<file path="config.mk">
export PLATFORM = sky130hd
export DESIGN_NAME = inv_mix_columns_seq_flat
export DESIGN_NICKNAME = d
export VERILOG_FILES = /design/src/rtl/inv_mix_columns_seq_pkg.sv /design/src/rtl/inv_mix_columns_seq_if.sv /design/src/rtl/gf_inv_column_mult.sv /design/src/rtl/inv_mix_columns_seq.sv /design/src/flat_wrapper.sv
export SDC_FILE = /design/constraint.sdc
export NUM_CORES = 1
export LEC_CHECK = 0
export ABC_AREA = 1
export BUFFER_PORTS_ARGS = -buffer_cell sky130_fd_sc_hd__clkbuf_2
export CORE_MARGIN = 1
export CORE_UTILIZATION = 35
export CTS_CLUSTER_DIAMETER = 50
export DETAILED_ROUTE_END_ITERATION = 10
export PLACE_DENSITY = 0.58
export SLEW_MARGIN = 10
export SYNTH_ARGS = -nofsm -noshare
export SYNTH_HDL_FRONTEND = slang
export SYNTH_SLANG_ARGS = --single-unit
</file>
<file path="constraint.sdc">
create_clock -name clk -period 7.1 [get_ports clk]
set_clock_uncertainty 0.1 [all_clocks]
set_input_delay 0.355 -clock clk [delete_from_list [all_inputs] [get_ports clk]]
set_output_delay 0.355 -clock clk [all_outputs]
set_load 0.1 [all_outputs]
</file>
<file path="src/rtl/inv_mix_columns_seq_pkg.sv">
// Shared AES definitions for the sequential InvMixColumns block: FSM encoding,
// GF(2^8) reduction constant, inverse coefficients and constant-multiply helpers.
package inv_mix_columns_seq_pkg;

   typedef enum logic [1:0] {
      StIdle = 2'd0,
      StBusy = 2'd1,
      StDone = 2'd2
   } state_e;

   localparam logic [7:0] GfPoly   = 8'h1B;
   localparam logic [7:0] InvCoefE = 8'h0E;
   localparam logic [7:0] InvCoefB = 8'h0B;
   localparam logic [7:0] InvCoefD = 8'h0D;
   localparam logic [7:0] InvCoef9 = 8'h09;

   // Multiply by x modulo the AES polynomial.
   function automatic logic [7:0] xtime(input logic [7:0] a);
      return {a[6:0], 1'b0} ^ (a[7] ? GfPoly : 8'h00);
   endfunction

   // Constant multiply built from the xtime chain; only the four inverse
   // coefficients are meaningful.
   function automatic logic [7:0] gf_mul_inv(input logic [7:0] a, input logic [7:0] coef);
      logic [7:0] x2, x4, x8, p;
      x2 = xtime(a);
      x4 = xtime(x2);
      x8 = xtime(x4);
      case (coef)
         InvCoef9: p = x8 ^ a;
         InvCoefB: p = x8 ^ x2 ^ a;
         InvCoefD: p = x8 ^ x4 ^ a;
         InvCoefE: p = x8 ^ x4 ^ x2;
         default:  p = 8'h00;
      endcase
      return p;
   endfunction

   // Matrix row r is [0e 0b 0d 09] rotated right by r; k = (col - row) mod 4.
   function automatic logic [7:0] inv_coef(input logic [1:0] k);
      logic [7:0] c;
      case (k)
         2'd0:    c = InvCoefE;
         2'd1:    c = InvCoefB;
         2'd2:    c = InvCoefD;
         default: c = InvCoef9;
      endcase
      return c;
   endfunction

endpackage

</file>
<file path="src/rtl/inv_mix_columns_seq_if.sv">
// Handshake bus for the InvMixColumns block: input state channel and output
// result channel, each valid/ready.
interface inv_mix_columns_seq_if;

   logic         in_valid;
   logic         in_ready;
   logic [127:0] in_state;
   logic         out_valid;
   logic         out_ready;
   logic [127:0] out_state;

   modport master (
      output in_valid,
      input  in_ready,
      output in_state,
      input  out_valid,
      output out_ready,
      input  out_state
   );

   modport slave (
      input  in_valid,
      output in_ready,
      input  in_state,
      output out_valid,
      input  out_ready,
      output out_state
   );

endinterface

</file>
<file path="src/rtl/gf_inv_column_mult.sv">
// Combinational InvMixColumns of one 32-bit column; top byte is row 0.
module gf_inv_column_mult
   import inv_mix_columns_seq_pkg::*;
(
   input  logic [31:0] i_col,
   output logic [31:0] o_col
);

   logic [7:0] w_a [4];
   logic [7:0] w_b [4];

   // Split the column into bytes, row 0 at the top.
   always_comb begin
      for (int j = 0; j < 4; j++) begin
         w_a[j] = i_col[31 - 8*j -: 8];
      end
   end

   // Each output row is the XOR of the coefficient products across the column.
   always_comb begin
      for (int r = 0; r < 4; r++) begin
         w_b[r] = 8'h00;
         for (int j = 0; j < 4; j++) begin
            w_b[r] = w_b[r] ^ gf_mul_inv(w_a[j], inv_coef(2'(j - r)));
         end
      end
   end

   assign o_col = {w_b[0], w_b[1], w_b[2], w_b[3]};

endmodule

</file>
<file path="src/rtl/inv_mix_columns_seq.sv">
// Sequential InvMixColumns: captures a 128-bit state, transforms one column per
// cycle in place through a single shared column multiplier, then holds the
// result until the consumer takes it.
module inv_mix_columns_seq
   import inv_mix_columns_seq_pkg::*;
(
   input  logic                    clk,
   input  logic                    rst_n,
   inv_mix_columns_seq_if.slave    bus
);

   state_e       r_state;
   logic [1:0]   r_col_cnt;
   logic [127:0] r_work;
   logic         r_in_ready;
   logic         r_out_valid;

   logic [31:0]  w_col_in;
   logic [31:0]  w_col_out;
   logic [127:0] w_work_upd;

   // Select the column currently being processed; column 0 is the top word.
   always_comb begin
      w_col_in = r_work[127:96];
      case (r_col_cnt)
         2'd0: w_col_in = r_work[127:96];
         2'd1: w_col_in = r_work[95:64];
         2'd2: w_col_in = r_work[63:32];
         2'd3: w_col_in = r_work[31:0];
      endcase
   end

   gf_inv_column_mult u_col_mult (
      .i_col (w_col_in),
      .o_col (w_col_out)
   );

   // Write the transformed column back into its slot, leaving the others.
   always_comb begin
      w_work_upd = r_work;
      case (r_col_cnt)
         2'd0: w_work_upd[127:96] = w_col_out;
         2'd1: w_work_upd[95:64]  = w_col_out;
         2'd2: w_work_upd[63:32]  = w_col_out;
         2'd3: w_work_upd[31:0]   = w_col_out;
      endcase
   end

   // Control FSM with registered handshake outputs.
   always_ff @(posedge clk or negedge rst_n) begin
      if (!rst_n) begin
         r_state     <= StIdle;
         r_col_cnt   <= 2'd0;
         r_work      <= 128'h0;
         r_in_ready  <= 1'b1;
         r_out_valid <= 1'b0;
      end else begin
         case (r_state)
            StIdle: begin
               if (bus.in_valid) begin
                  r_work     <= bus.in_state;
                  r_col_cnt  <= 2'd0;
                  r_in_ready <= 1'b0;
                  r_state    <= StBusy;
               end
            end
            StBusy: begin
               r_work    <= w_work_upd;
               r_col_cnt <= r_col_cnt + 2'd1;
               if (r_col_cnt == 2'd3) begin
                  r_out_valid <= 1'b1;
                  r_state     <= StDone;
               end
            end
            StDone: begin
               // Returning to idle here keeps in_ready low on this edge, so no
               // new state is taken on the same edge as the transfer.
               if (bus.out_ready) begin
                  r_out_valid <= 1'b0;
                  r_in_ready  <= 1'b1;
                  r_state     <= StIdle;
               end
            end
            default: begin
               r_state     <= StIdle;
               r_in_ready  <= 1'b1;
               r_out_valid <= 1'b0;
            end
         endcase
      end
   end

   assign bus.in_ready  = r_in_ready;
   assign bus.out_valid = r_out_valid;
   assign bus.out_state = r_work;

endmodule
</file>
<file path="src/flat_wrapper.sv">
// flat-port wrapper written by rule: the top's interface ports become plain ports
module inv_mix_columns_seq_flat import inv_mix_columns_seq_pkg::*;
  (clk, rst_n, bus_in_valid, bus_in_ready, bus_in_state, bus_out_valid, bus_out_ready, bus_out_state);
  inv_mix_columns_seq_if bus_i ();
  input  logic clk;
  input  logic rst_n;
  input wire logic [$bits(bus_i.in_valid)-1:0] bus_in_valid;
  output wire logic [$bits(bus_i.in_ready)-1:0] bus_in_ready;
  input wire logic [$bits(bus_i.in_state)-1:0] bus_in_state;
  output wire logic [$bits(bus_i.out_valid)-1:0] bus_out_valid;
  input wire logic [$bits(bus_i.out_ready)-1:0] bus_out_ready;
  output wire logic [$bits(bus_i.out_state)-1:0] bus_out_state;
  assign bus_i.in_valid = bus_in_valid;
  assign bus_in_ready = bus_i.in_ready;
  assign bus_i.in_state = bus_in_state;
  assign bus_out_valid = bus_i.out_valid;
  assign bus_i.out_ready = bus_out_ready;
  assign bus_out_state = bus_i.out_state;
  inv_mix_columns_seq u_core (.clk(clk), .rst_n(rst_n), .bus(bus_i));
endmodule
</file>
==> metrics <==
endpoints failing hold=0; CTS Buf Count=17; Least-Margin Pin Slew=1.27 ns; post-synthesis sequential area ratio=0.302; fin crit share=0.615; cell count of the worst hold path=2; post-DP HPWL=37800 um; TNS Setup=0 ns; Critical-path top delay cell=nor2_1; Worst Min Path Start=bus_out_ready; Mean Syn Cell Area=6.26 um^2; drt pass-1 iters=5; CP peak stage delay=0.99 ns; post-synthesis mux area share=0; Max FO, Critical Path=62; CP bufs+invs=3; Die Span Y=180 um; first-pass GRT wire length=72900 um; Worst Hold Path EP=u_core.r_state[1]$_DFFE_PN0P_; Highest Clock Rate=0.229 GHz; io pins=262; Crit Path Class=reg2reg; antenna viol nets, final=0; layout cells sized above 1=0.202; Place WS=2.85 ns; number of enable-type register cells in the synthesized netlist=0; TritonCTS clock tree=yes; vias=12.8k; GP Congestion=0.965; Cells after DPL=2382; largest net degree at the start of global routing=86; xor/xnor share of the synthesized area=0.0838; Primary FF master, synth=dfrtp_1; Crit. End Element=flip-flop; post-layout min period=4.36 ns; die extent in x=180 um; Slew Viols, Final=0; Stages on worst setup path=17; R2R cell count=17; RR Endpoint=u_core.bus.out_state[4]$_DFFE_PN0P_; Initial Util=0.359; Yosys warnings=0; post-synthesis register bit count=134; clk buf depth=2; most used cell, CP=nand2_1; syn_nets=1911; Synth Area in Compound Gates=0.128; fin worst setup slack=2.74 ns; initial antenna violation count=0; CTS root buffer=clkbuf_16; commonest non-fill, non-tap cell in the layout=nand2_1; status=complete, no violations; Antenna diodes=0; Hold Path Class=in2reg; post_cts resized=0; number of core rows=64; max cap viols=0; synthesized area=11100 um^2; final non-filler cell total=2415; Worst-Skew Late Latency=0.44 ns; Post-Syn Instances=1775; routed wire length=48900 um; Top Family by Delay on Critical Path=simple AND/OR/NAND/NOR gates; Worst Setup Start Kind=flip-flop; routed len/inst=20.3 um; H-tree depth=4; Critical Path RT=7.36 ns; Setup Fix Bufs, Post-CTS=0; reg2reg start=u_core.r_col_cnt[0]$_DFFE_PN0P_; core area=30900 um^2; mean number of vias per cell=5.28; DRC violations left=0; IO Port Bufs=261; vias in the first global route=11.9k; GRT Residual Overflow=0; Final Setup Violations=0; gr usage total=0.300; hold_buf cts=1; Slew headroom=0.151; clk sink count=134; WP data arrival=4.63 ns; unique cell type count in the Yosys netlist=42; Synth Area in Simple Gates=0.418; area grow syn2layout=20.4%; Async SR Flop Fraction=1.00; most frequent cells in the layout=nand2_1 (736), clkbuf_2 (260), a21oi_1 (217); Adder-Cell Fraction of Synth Area=0.00451; Worst-path clk slew=0.06 ns; R2R setup slack=2.74 ns; die area=32500 um^2; DRT iter0 DRCs=1219; RSZ-0062 raised after global routing=no; # nets final=2142; worst path cell trace=inv_1 -> ha_1 -> inv_4 -> nor2_1 -> nor2_1 -> nand2_1 -> nand2_1 -> nand2_1 -> nand2_1 -> inv_1 -> nand3_1 -> nand2_1 -> nand2_1 -> nand2_1 -> nand2_1 -> nand3_1 -> a21oi_1; largest family of logic cells by synthesized area=simple AND/OR/NAND/NOR gates
## layer usage
metal / up-vias / routed length (um) / global-route usage
li1: 6075 / - / -
met1: 5985 / 21100 / 0.413
met2: 636 / 22100 / 0.474
met3: 58 / 4530 / 0.0564
met4: 0 / 1160 / 0.0926
met5: - / 0 / 0
## layout make-up
type,count,area (um^2)
repair buffers,275,1420
clock buffers,21,470
fillers,3309,17500
well taps,396,495
flip-flops and latches,134,3350
multi-input cells,1475,7070
inverters,103,392
clock inverters,11,171
## per-stage QoR
stage               hold slack (ns)   util  cell area [um^2]
floorplan                   -0.0406      -             11100
global placement              0.275  0.412             12700
detailed placement            0.279  0.412             12700
CTS                          0.0165  0.433             13400
global route                 0.0383  0.433             13400
finish                       0.0376  0.433             13400
## state kept, by name, indices dropped and copies added, names as in the netlist
name,cells
u_core.r_col_cnt,2
u_core.bus.in_ready,1
u_core.bus.out_valid,1
u_core.r_state,2
u_core.bus.out_state,128
## synthesized netlist by cell type, types with 12 or more instances
cell,instances,area (um^2)
a21oi_1,218,1090
clkbuf_1,40,150
dfrtp_1,133,3330
inv_1,91,342
nand2_1,737,2770
nand2_2,23,144
nand3_1,126,631
nor2_1,178,668
nor2_2,19,119
nor2_4,12,135
xnor2_1,31,272
xor2_1,66,578
## worst reg2reg max path, cell delays in order (launching register included)
cell     delay (ns)
dfrtp_1        0.40
inv_1          0.08
ha_1           0.29
inv_4          0.64
nor2_1         0.12
nor2_1         0.99
nand2_1        0.14
nand2_1        0.22
nand2_1        0.09
nand2_1        0.18
inv_1          0.11
nand3_1        0.10
nand2_1        0.06
nand2_1        0.07
nand2_1        0.05
nand2_1        0.05
nand3_1        0.32
a21oi_1        0.26
## logic make-up (layout without fill, tap and decap cells)
kind of cell	count (synthesis)	after routing
xor gates and xnor gates	102	102
adders and majority gates	4	4
AOI/OAI and AO/OA	252	252
DFF	134	134
buffers and inverters	166	410
and+or+nand+nor	1117	1117
## how the worst max path moves through the flow
stage                                    startpoint                               endpoint  slack, ns
6_report            u_core.r_col_cnt[0]$_DFFE_PN0P_    u_core.bus.out_state[4]$_DFFE_PN0P_       2.74
2_1_floorplan  u_core.bus.out_state[78]$_DFFE_PN0P_  u_core.bus.out_state[123]$_DFFE_PN0P_       4.44
5_1_grt             u_core.r_col_cnt[0]$_DFFE_PN0P_    u_core.bus.out_state[4]$_DFFE_PN0P_       2.39
4_1_cts             u_core.r_col_cnt[0]$_DFFE_PN0P_    u_core.bus.out_state[4]$_DFFE_PN0P_       2.84
3_3_place_gp        u_core.r_col_cnt[0]$_DFFE_PN0P_   u_core.bus.out_state[36]$_DFFE_PN0P_       2.88
3_5_place_dp        u_core.r_col_cnt[0]$_DFFE_PN0P_    u_core.bus.out_state[4]$_DFFE_PN0P_       2.85
Power is not shown: default switching activity piles up to over one toggle a cycle in this logic, so the estimate is an artifact.
